===== src/rtl/z3_autoconfig_master_pkg.sv =====
// Shared types and constants for the Zorro III autoconfig host initiator.
package z3_autoconfig_master_pkg;

  typedef enum logic [2:0] {
    S_IDLE,
    S_RD_REQ,
    S_RD_WAIT,
    S_GAP,
    S_DECIDE,
    S_WR_REQ,
    S_WR_WAIT,
    S_FIN
  } ac_state_t;

  localparam logic [6:0] IDX_BASE         = 7'h22;
  localparam logic [6:0] IDX_SHUTUP       = 7'h26;
  localparam logic [6:0] LAST_IDX_DEFAULT = 7'h13;
  localparam logic [1:0] ER_TYPE_Z3       = 2'b10;

  // Nibble index to card address: ADDRL[5:0]=idx[6:1], ADDRL[6]=idx[0].
  function automatic logic [6:0] idx_to_addrl(input logic [6:0] idx);
    return {idx[0], idx[6:1]};
  endfunction

endpackage


===== src/rtl/z3_ac_field_assembler.sv =====
// Assembles de-inverted expansion ROM fields from nibbles read by index.
module z3_ac_field_assembler
  import z3_autoconfig_master_pkg::*;
(
  input  logic        CLK,
  input  logic        RESET,
  input  logic        clr,
  input  logic        strobe,
  input  logic [6:0]  idx,
  input  logic [3:0]  nibble,
  output logic [7:0]  er_type,
  output logic [7:0]  er_prod,
  output logic [7:0]  er_flags,
  output logic [15:0] mfg_id,
  output logic [31:0] serial
);

  logic [3:0] inv;
  assign inv = ~nibble;

  // Field registers: type nibbles stored as read, all others inverted; idx 06/07 dropped.
  always_ff @(posedge CLK or posedge RESET) begin
    if (RESET) begin
      er_type  <= '0;
      er_prod  <= '0;
      er_flags <= '0;
      mfg_id   <= '0;
      serial   <= '0;
    end else if (clr) begin
      er_type  <= '0;
      er_prod  <= '0;
      er_flags <= '0;
      mfg_id   <= '0;
      serial   <= '0;
    end else if (strobe) begin
      case (idx)
        7'h00: er_type[7:4]   <= nibble;
        7'h01: er_type[3:0]   <= nibble;
        7'h02: er_prod[7:4]   <= inv;
        7'h03: er_prod[3:0]   <= inv;
        7'h04: er_flags[7:4]  <= inv;
        7'h05: er_flags[3:0]  <= inv;
        7'h08: mfg_id[15:12]  <= inv;
        7'h09: mfg_id[11:8]   <= inv;
        7'h0A: mfg_id[7:4]    <= inv;
        7'h0B: mfg_id[3:0]    <= inv;
        7'h0C: serial[31:28]  <= inv;
        7'h0D: serial[27:24]  <= inv;
        7'h0E: serial[23:20]  <= inv;
        7'h0F: serial[19:16]  <= inv;
        7'h10: serial[15:12]  <= inv;
        7'h11: serial[11:8]   <= inv;
        7'h12: serial[7:4]    <= inv;
        7'h13: serial[3:0]    <= inv;
        default: ;
      endcase
    end
  end

endmodule


===== src/rtl/z3_autoconfig_master.sv =====
// Zorro III autoconfig host initiator: enumerates card config nibbles, then configures or shuts up.
module z3_autoconfig_master
  import z3_autoconfig_master_pkg::*;
#(
  parameter int unsigned TIMEOUT  = 16,
  parameter logic [6:0]  LAST_IDX = LAST_IDX_DEFAULT
) (
  input  logic        CLK,
  input  logic        RESET,
  input  logic        start,
  input  logic        allow_cfg,
  input  logic [3:0]  base_nibble,
  output logic        ac_cycle,
  output logic [6:0]  ADDRL,
  output logic        READ,
  output logic [3:0]  DOUT,
  input  logic [3:0]  DIN,
  input  logic        dtack,
  output logic        CFGIN_n,
  output logic        busy,
  output logic        done,
  output logic        card_present,
  output logic        configured,
  output logic        shut_up,
  output logic [7:0]  er_type,
  output logic [7:0]  er_prod,
  output logic [7:0]  er_flags,
  output logic [15:0] mfg_id,
  output logic [31:0] serial
);

  localparam logic [4:0] TMO_LAST = 5'(TIMEOUT - 1);

  ac_state_t  state, state_nx;
  logic [6:0] idx;
  logic [4:0] tcnt;
  logic [3:0] dout_q;
  logic       wr_cfg;
  logic       cap_stb;
  logic       tmo;
  logic       clr;

  assign tmo   = (tcnt == TMO_LAST);
  assign clr   = (state == S_IDLE) && start;
  assign ADDRL = idx_to_addrl(idx);
  assign DOUT  = dout_q;

  // State register.
  always_ff @(posedge CLK or posedge RESET) begin
    if (RESET) state <= S_IDLE;
    else       state <= state_nx;
  end

  // Next state and Moore bus/status outputs.
  always_comb begin
    state_nx = state;
    cap_stb  = 1'b0;
    ac_cycle = 1'b0;
    READ     = 1'b1;
    busy     = 1'b1;
    done     = 1'b0;
    case (state)
      S_IDLE: begin
        busy = 1'b0;
        if (start) state_nx = S_RD_REQ;
      end
      S_RD_REQ: begin
        ac_cycle = 1'b1;
        state_nx = S_RD_WAIT;
      end
      S_RD_WAIT: begin
        ac_cycle = 1'b1;
        if (dtack) begin
          cap_stb  = 1'b1;
          state_nx = S_GAP;
        end else if (tmo) begin
          state_nx = S_FIN;
        end
      end
      S_GAP:    state_nx = (idx == LAST_IDX) ? S_DECIDE : S_RD_REQ;
      S_DECIDE: state_nx = S_WR_REQ;
      S_WR_REQ: begin
        ac_cycle = 1'b1;
        READ     = 1'b0;
        state_nx = S_WR_WAIT;
      end
      S_WR_WAIT: begin
        ac_cycle = 1'b1;
        READ     = 1'b0;
        if (dtack || tmo) state_nx = S_FIN;
      end
      S_FIN: begin
        busy     = 1'b0;
        done     = 1'b1;
        state_nx = S_IDLE;
      end
      default: state_nx = S_IDLE;
    endcase
  end

  assign CFGIN_n = ~busy;

  // Index, timeout counter, write setup and result flags.
  always_ff @(posedge CLK or posedge RESET) begin
    if (RESET) begin
      idx          <= '0;
      tcnt         <= '0;
      dout_q       <= '0;
      wr_cfg       <= 1'b0;
      card_present <= 1'b0;
      configured   <= 1'b0;
      shut_up      <= 1'b0;
    end else begin
      case (state)
        S_IDLE: if (start) begin
          idx          <= '0;
          dout_q       <= '0;
          card_present <= 1'b0;
          configured   <= 1'b0;
          shut_up      <= 1'b0;
        end
        S_RD_REQ, S_WR_REQ: tcnt <= '0;
        S_RD_WAIT: if (!dtack && tcnt != '1) tcnt <= tcnt + 5'd1;
        S_WR_WAIT: begin
          if (dtack) begin
            if (wr_cfg) configured <= 1'b1;
            else        shut_up    <= 1'b1;
          end else if (tcnt != '1) begin
            tcnt <= tcnt + 5'd1;
          end
        end
        S_GAP: if (idx != LAST_IDX) idx <= idx + 7'd1;
        S_DECIDE: begin
          card_present <= 1'b1;
          if (allow_cfg && er_type[7:6] == ER_TYPE_Z3) begin
            wr_cfg <= 1'b1;
            idx    <= IDX_BASE;
            dout_q <= base_nibble;
          end else begin
            wr_cfg <= 1'b0;
            idx    <= IDX_SHUTUP;
            dout_q <= '0;
          end
        end
        default: ;
      endcase
    end
  end

  z3_ac_field_assembler u_fields (
    .CLK      (CLK),
    .RESET    (RESET),
    .clr      (clr),
    .strobe   (cap_stb),
    .idx      (idx),
    .nibble   (DIN),
    .er_type  (er_type),
    .er_prod  (er_prod),
    .er_flags (er_flags),
    .mfg_id   (mfg_id),
    .serial   (serial)
  );

endmodule


===== config.mk =====
export PLATFORM = sky130hd
export DESIGN_NAME = z3_autoconfig_master
export DESIGN_NICKNAME = d
export VERILOG_FILES = /design/src/rtl/z3_autoconfig_master_pkg.sv /design/src/rtl/z3_ac_field_assembler.sv /design/src/rtl/z3_autoconfig_master.sv
export SDC_FILE = /design/constraint.sdc
export NUM_CORES = 1
export LEC_CHECK = 0
export CORE_UTILIZATION = 51
export DETAILED_ROUTE_END_ITERATION = 8
export PLACE_DENSITY = 0.81
export SLEW_MARGIN = 25
export SYNTH_ARGS = -nofsm -noshare
export SYNTH_HDL_FRONTEND = slang
export SYNTH_HIERARCHICAL = 1
export SYNTH_SLANG_ARGS = --single-unit

===== constraint.sdc =====
create_clock -name CLK -period 3 [get_ports CLK]
set_clock_uncertainty 0.2 [all_clocks]
set_input_delay 0.6 -clock CLK [delete_from_list [all_inputs] [get_ports CLK]]
set_output_delay 0.6 -clock CLK [all_outputs]
set_load 0.01 [all_outputs]

==> results_dict.tcl <==
set metrics [dict create \
    grt_overflow 0 \
    drive_gt1_share_pct 9.038 \
    max_slew.worst_pin.slew_ns 0.6727 \
    die_x_um 97.35 \
    end_kind "primary output" \
    worstSkewPairLatency_ns 0.36 \
    rsz0062_at_grt "no" \
    hold_viol 0 \
    nNetsFinal 537 \
    synthArstFlopShare_pct 100.0 \
    numCtsBuffers 9 \
    synth.avg_cell_area_um2 11.15 \
    fmax_mhz 343.7 \
    htreeDepth 3 \
    min_period_ns 2.909 \
    synth_fa_ha_area_share_pct 2.428 \
    drt_pass1_iterations 4 \
    tritoncts "yes" \
    cts_root_buf "clkbuf_8" \
    pre_cts_ws_ns 0.2448 \
    cap_viol_max_count 0 \
    critPathKind "reg2out" \
    grt_start_max_net_pins 64 \
    ant_nets 0 \
    finalPower_w 0.004285 \
    ys_types 52 \
    synthXorXnorAreaFrac_pct 0 \
    critPathTopFamily "buffers and inverters" \
    routed-via-count 3549 \
    fillers 688 \
    synth-compound-area-share_pct 7.043 \
    postRouteWirelength_um 11120 \
    ir_drop_uv 324.3 \
    start_kind "flip-flop" \
    muxShareOfSynthArea_pct 15.14 \
    synth-warning-count 6 \
    rows 34 \
    syn_nets 438 \
    power_density_nw_per_um2 714.7 \
    n_antenna_cell 0 \
    yosysSeqAreaShare_pct 51.27 \
    outcome "finished clean" \
    cp.required_ns 2.20 \
    synth_cells 416 \
    path_clk_slew_ns 0.09 \
    crit_slowest_cell "clkdlybuf4s50_1" \
    relSlewSlack_pct 54.99 \
    globalplace.congestion 0.8356 \
    synth_top_family_by_area "simple AND/OR/NAND/NOR gates" \
    tns_ns 0 \
    track_usage_pct 24.33 \
    syn_area_um2 4637 \
    setup_ws_ns 0.09065 \
    initial_core_util_pct 52.91 \
    drt_iter0_drc 252 \
    holdBufCountCts 0 \
    viasPerCell 5.651 \
    die_h_um 97.35 \
    drv_slew 0 \
    dp_hpwl_um 7639 \
    arrival_ns 2.11 \
    synth_flop_cell "dfrtp_1" \
    core_area_um2 8763 \
    setup_viol_count_final 0 \
    drc_errors 0 \
    synth_edf_count 0 \
    clock_sinks 95 \
    fp.dieArea_um2 9477 \
    pin_count 104 \
    routedWlPerCell_um 17.71 \
    path_buf_inv 2 \
    hp-class "reg2reg" \
    areaGrowthSynthToFinish_pct 29.30 \
    timing.final.crit_share_pct 96.98 \
    synth_area_leaders "dfrtp_1 51%, mux2i_1 15%, nand2b_1 9.8%" \
    leakage_nw 2.956 \
    clockBufferDepth 2 \
    yosysTopAreaCell "dfrtp_1" \
    io_buffer_count 103 \
    grt_pass1_wl_um 18210 \
    ys_ff_latch 95 \
    cp_cell_sequence "ha_2, and2_2, or2_2, inv_1, clkdlybuf4s50_1" \
    antenna_found_initial 0 \
    worstPathMaxFanout 9 \
    netlist.area_leader.share_pct 51.27 \
    synth-simple-area-share_pct 20.56 \
    max_stage_delay_ns 0.52 \
    grt_pass1_vias 3488 \
]
==> Yosys cell counts (2+ instances only) <==
cell type and n:
ha_1 9, nor3_1 2, inv_1 13, a21oi_1 7, nand3_2 2, and3_1 3, clkbuf_2 2, nand2_1 16
nand4_1 8, dfrtp_1 95, o21ai_0 16, o31ai_1 3, a211oi_1 3, nand4b_2 2, a31oi_1 3, nor2b_1 7
or2_2 5, nand2b_1 73, clkbuf_1 19, nor2_1 9, and2_1 3, or3_1 3, buf_6 2, a22o_1 5
mux2i_1 69, nand3_1 11
==> worst reg2reg max path: cells and delay by family, from the launching register on <==
family | cells | cell delay, ns
mux | 1 | 0.27
buf+inv | 2 | 0.38
fa+ha+maj | 1 | 0.48
flops | 1 | 0.42
simple gates | 4 | 0.86
==> kinds of logic (layout without fill, tap and decap cells) <==
| family | Yosys count | after routing |
|---|---|---|
| AND/OR/NAND/NOR | 155 | 155 |
| flip-flops | 95 | 95 |
| multiplexers | 70 | 70 |
| AO/OA/AOI/OAI | 49 | 49 |
| buffers and inverters | 38 | 142 |
| adder cells (fa/ha/maj) | 9 | 9 |
==> layout make-up <==
cell class	count	area [µm²]	share of cell area [%]
Clock buffer	10	137.6	2.295
Multi-Input combinational cell	283	2110	35.18
Sequential cell	95	2377	39.65
Clock inverter	6	68.82	1.148
Inverter	13	48.80	0.8139
Tap cell	108	135.1	2.254
Timing Repair Buffer	113	1119	18.66
==> final timing paths <==
kind,depth (start not counted),slack (ns),start,end
setup / recovery,5,0.09,state[0],busy
hold / removal,1,0.29,wr_cfg,shut_up
setup reg to reg,8,0.29,state[0],u_fields/serial[19]
hold reg to reg,1,0.29,wr_cfg,shut_up
max in group asynchronous,3,1.54,RESET,DOUT[0]
min in group asynchronous,2,0.34,RESET,u_fields/er_type[7]
==> power by group <==
| part | leakage [nW] | switching, W | internal (W) |
|---|---|---|---|
| Clock | 0.103 | 0.000458 | 0.000413 |
| Sequential | 1.31 | 0.000235 | 0.00150 |
| Combinational | 1.54 | 0.000846 | 0.000837 |
==> per-layer routing <==
layer  global-route usage, %  vias up  routed length, µm
li1                        -     1636                  -
met2                   35.70      119               4998
met4                   10.52        0                243
met1                   34.59     1773               5214
met3                   5.755       21                666
met5                       0        -                  0
==> per-stage QoR <==
stage / hold WS (ns) / cell area, µm² / std cells / util, %
2_1_floorplan: 0.2580 / 4637 / 416 / -
3_3_place_gp: 0.2685 / 5759 / 610 / 65.72
3_5_place_dp: 0.2753 / 5759 / 610 / 65.72
4_1_cts: 0.2948 / 5976 / 627 / 68.19
5_1_grt: 0.3155 / 5996 / 628 / 68.42
6_report: 0.2913 / 5996 / 628 / 68.42
==> flip-flops by register name (all words and copies together) (netlist names) <==
name,cells
state,3
u_fields/er_prod,8
wr_cfg,1
u_fields/er_flags,8
configured,1
idx,7
u_fields/serial,32
u_fields/er_type,8
u_fields/mfg_id,16
tcnt,5
shut_up,1
card_present,1
DOUT,4
==> cell usage in the layout (no fill, tap or decap), types with 5 or more instances in the layout <==
cell,count
clkdlybuf4s50_1,103
dfrtp_1,95
nand2b_1,73
mux2i_1,69
o21ai_0,16
nand2_1,16
nand3_1,11
inv_1,11
clkbuf_8,10
nor2_1,9
buf_4,9
nand4_1,8
nor2b_1,7
a21oi_1,7
ha_1,7
a22o_1,5
or2_2,5
==> what timing repair did <==
| item | 4_1_cts | 5_1_grt |
|---|---|---|
| resized for setup | 1 | 3 |
| setup endpoints to repair | 2 | 2 |
| pin swaps | 0 | 0 |
| buffers inserted | 1 | 1 |
Power figures use the tool's default switching activity.
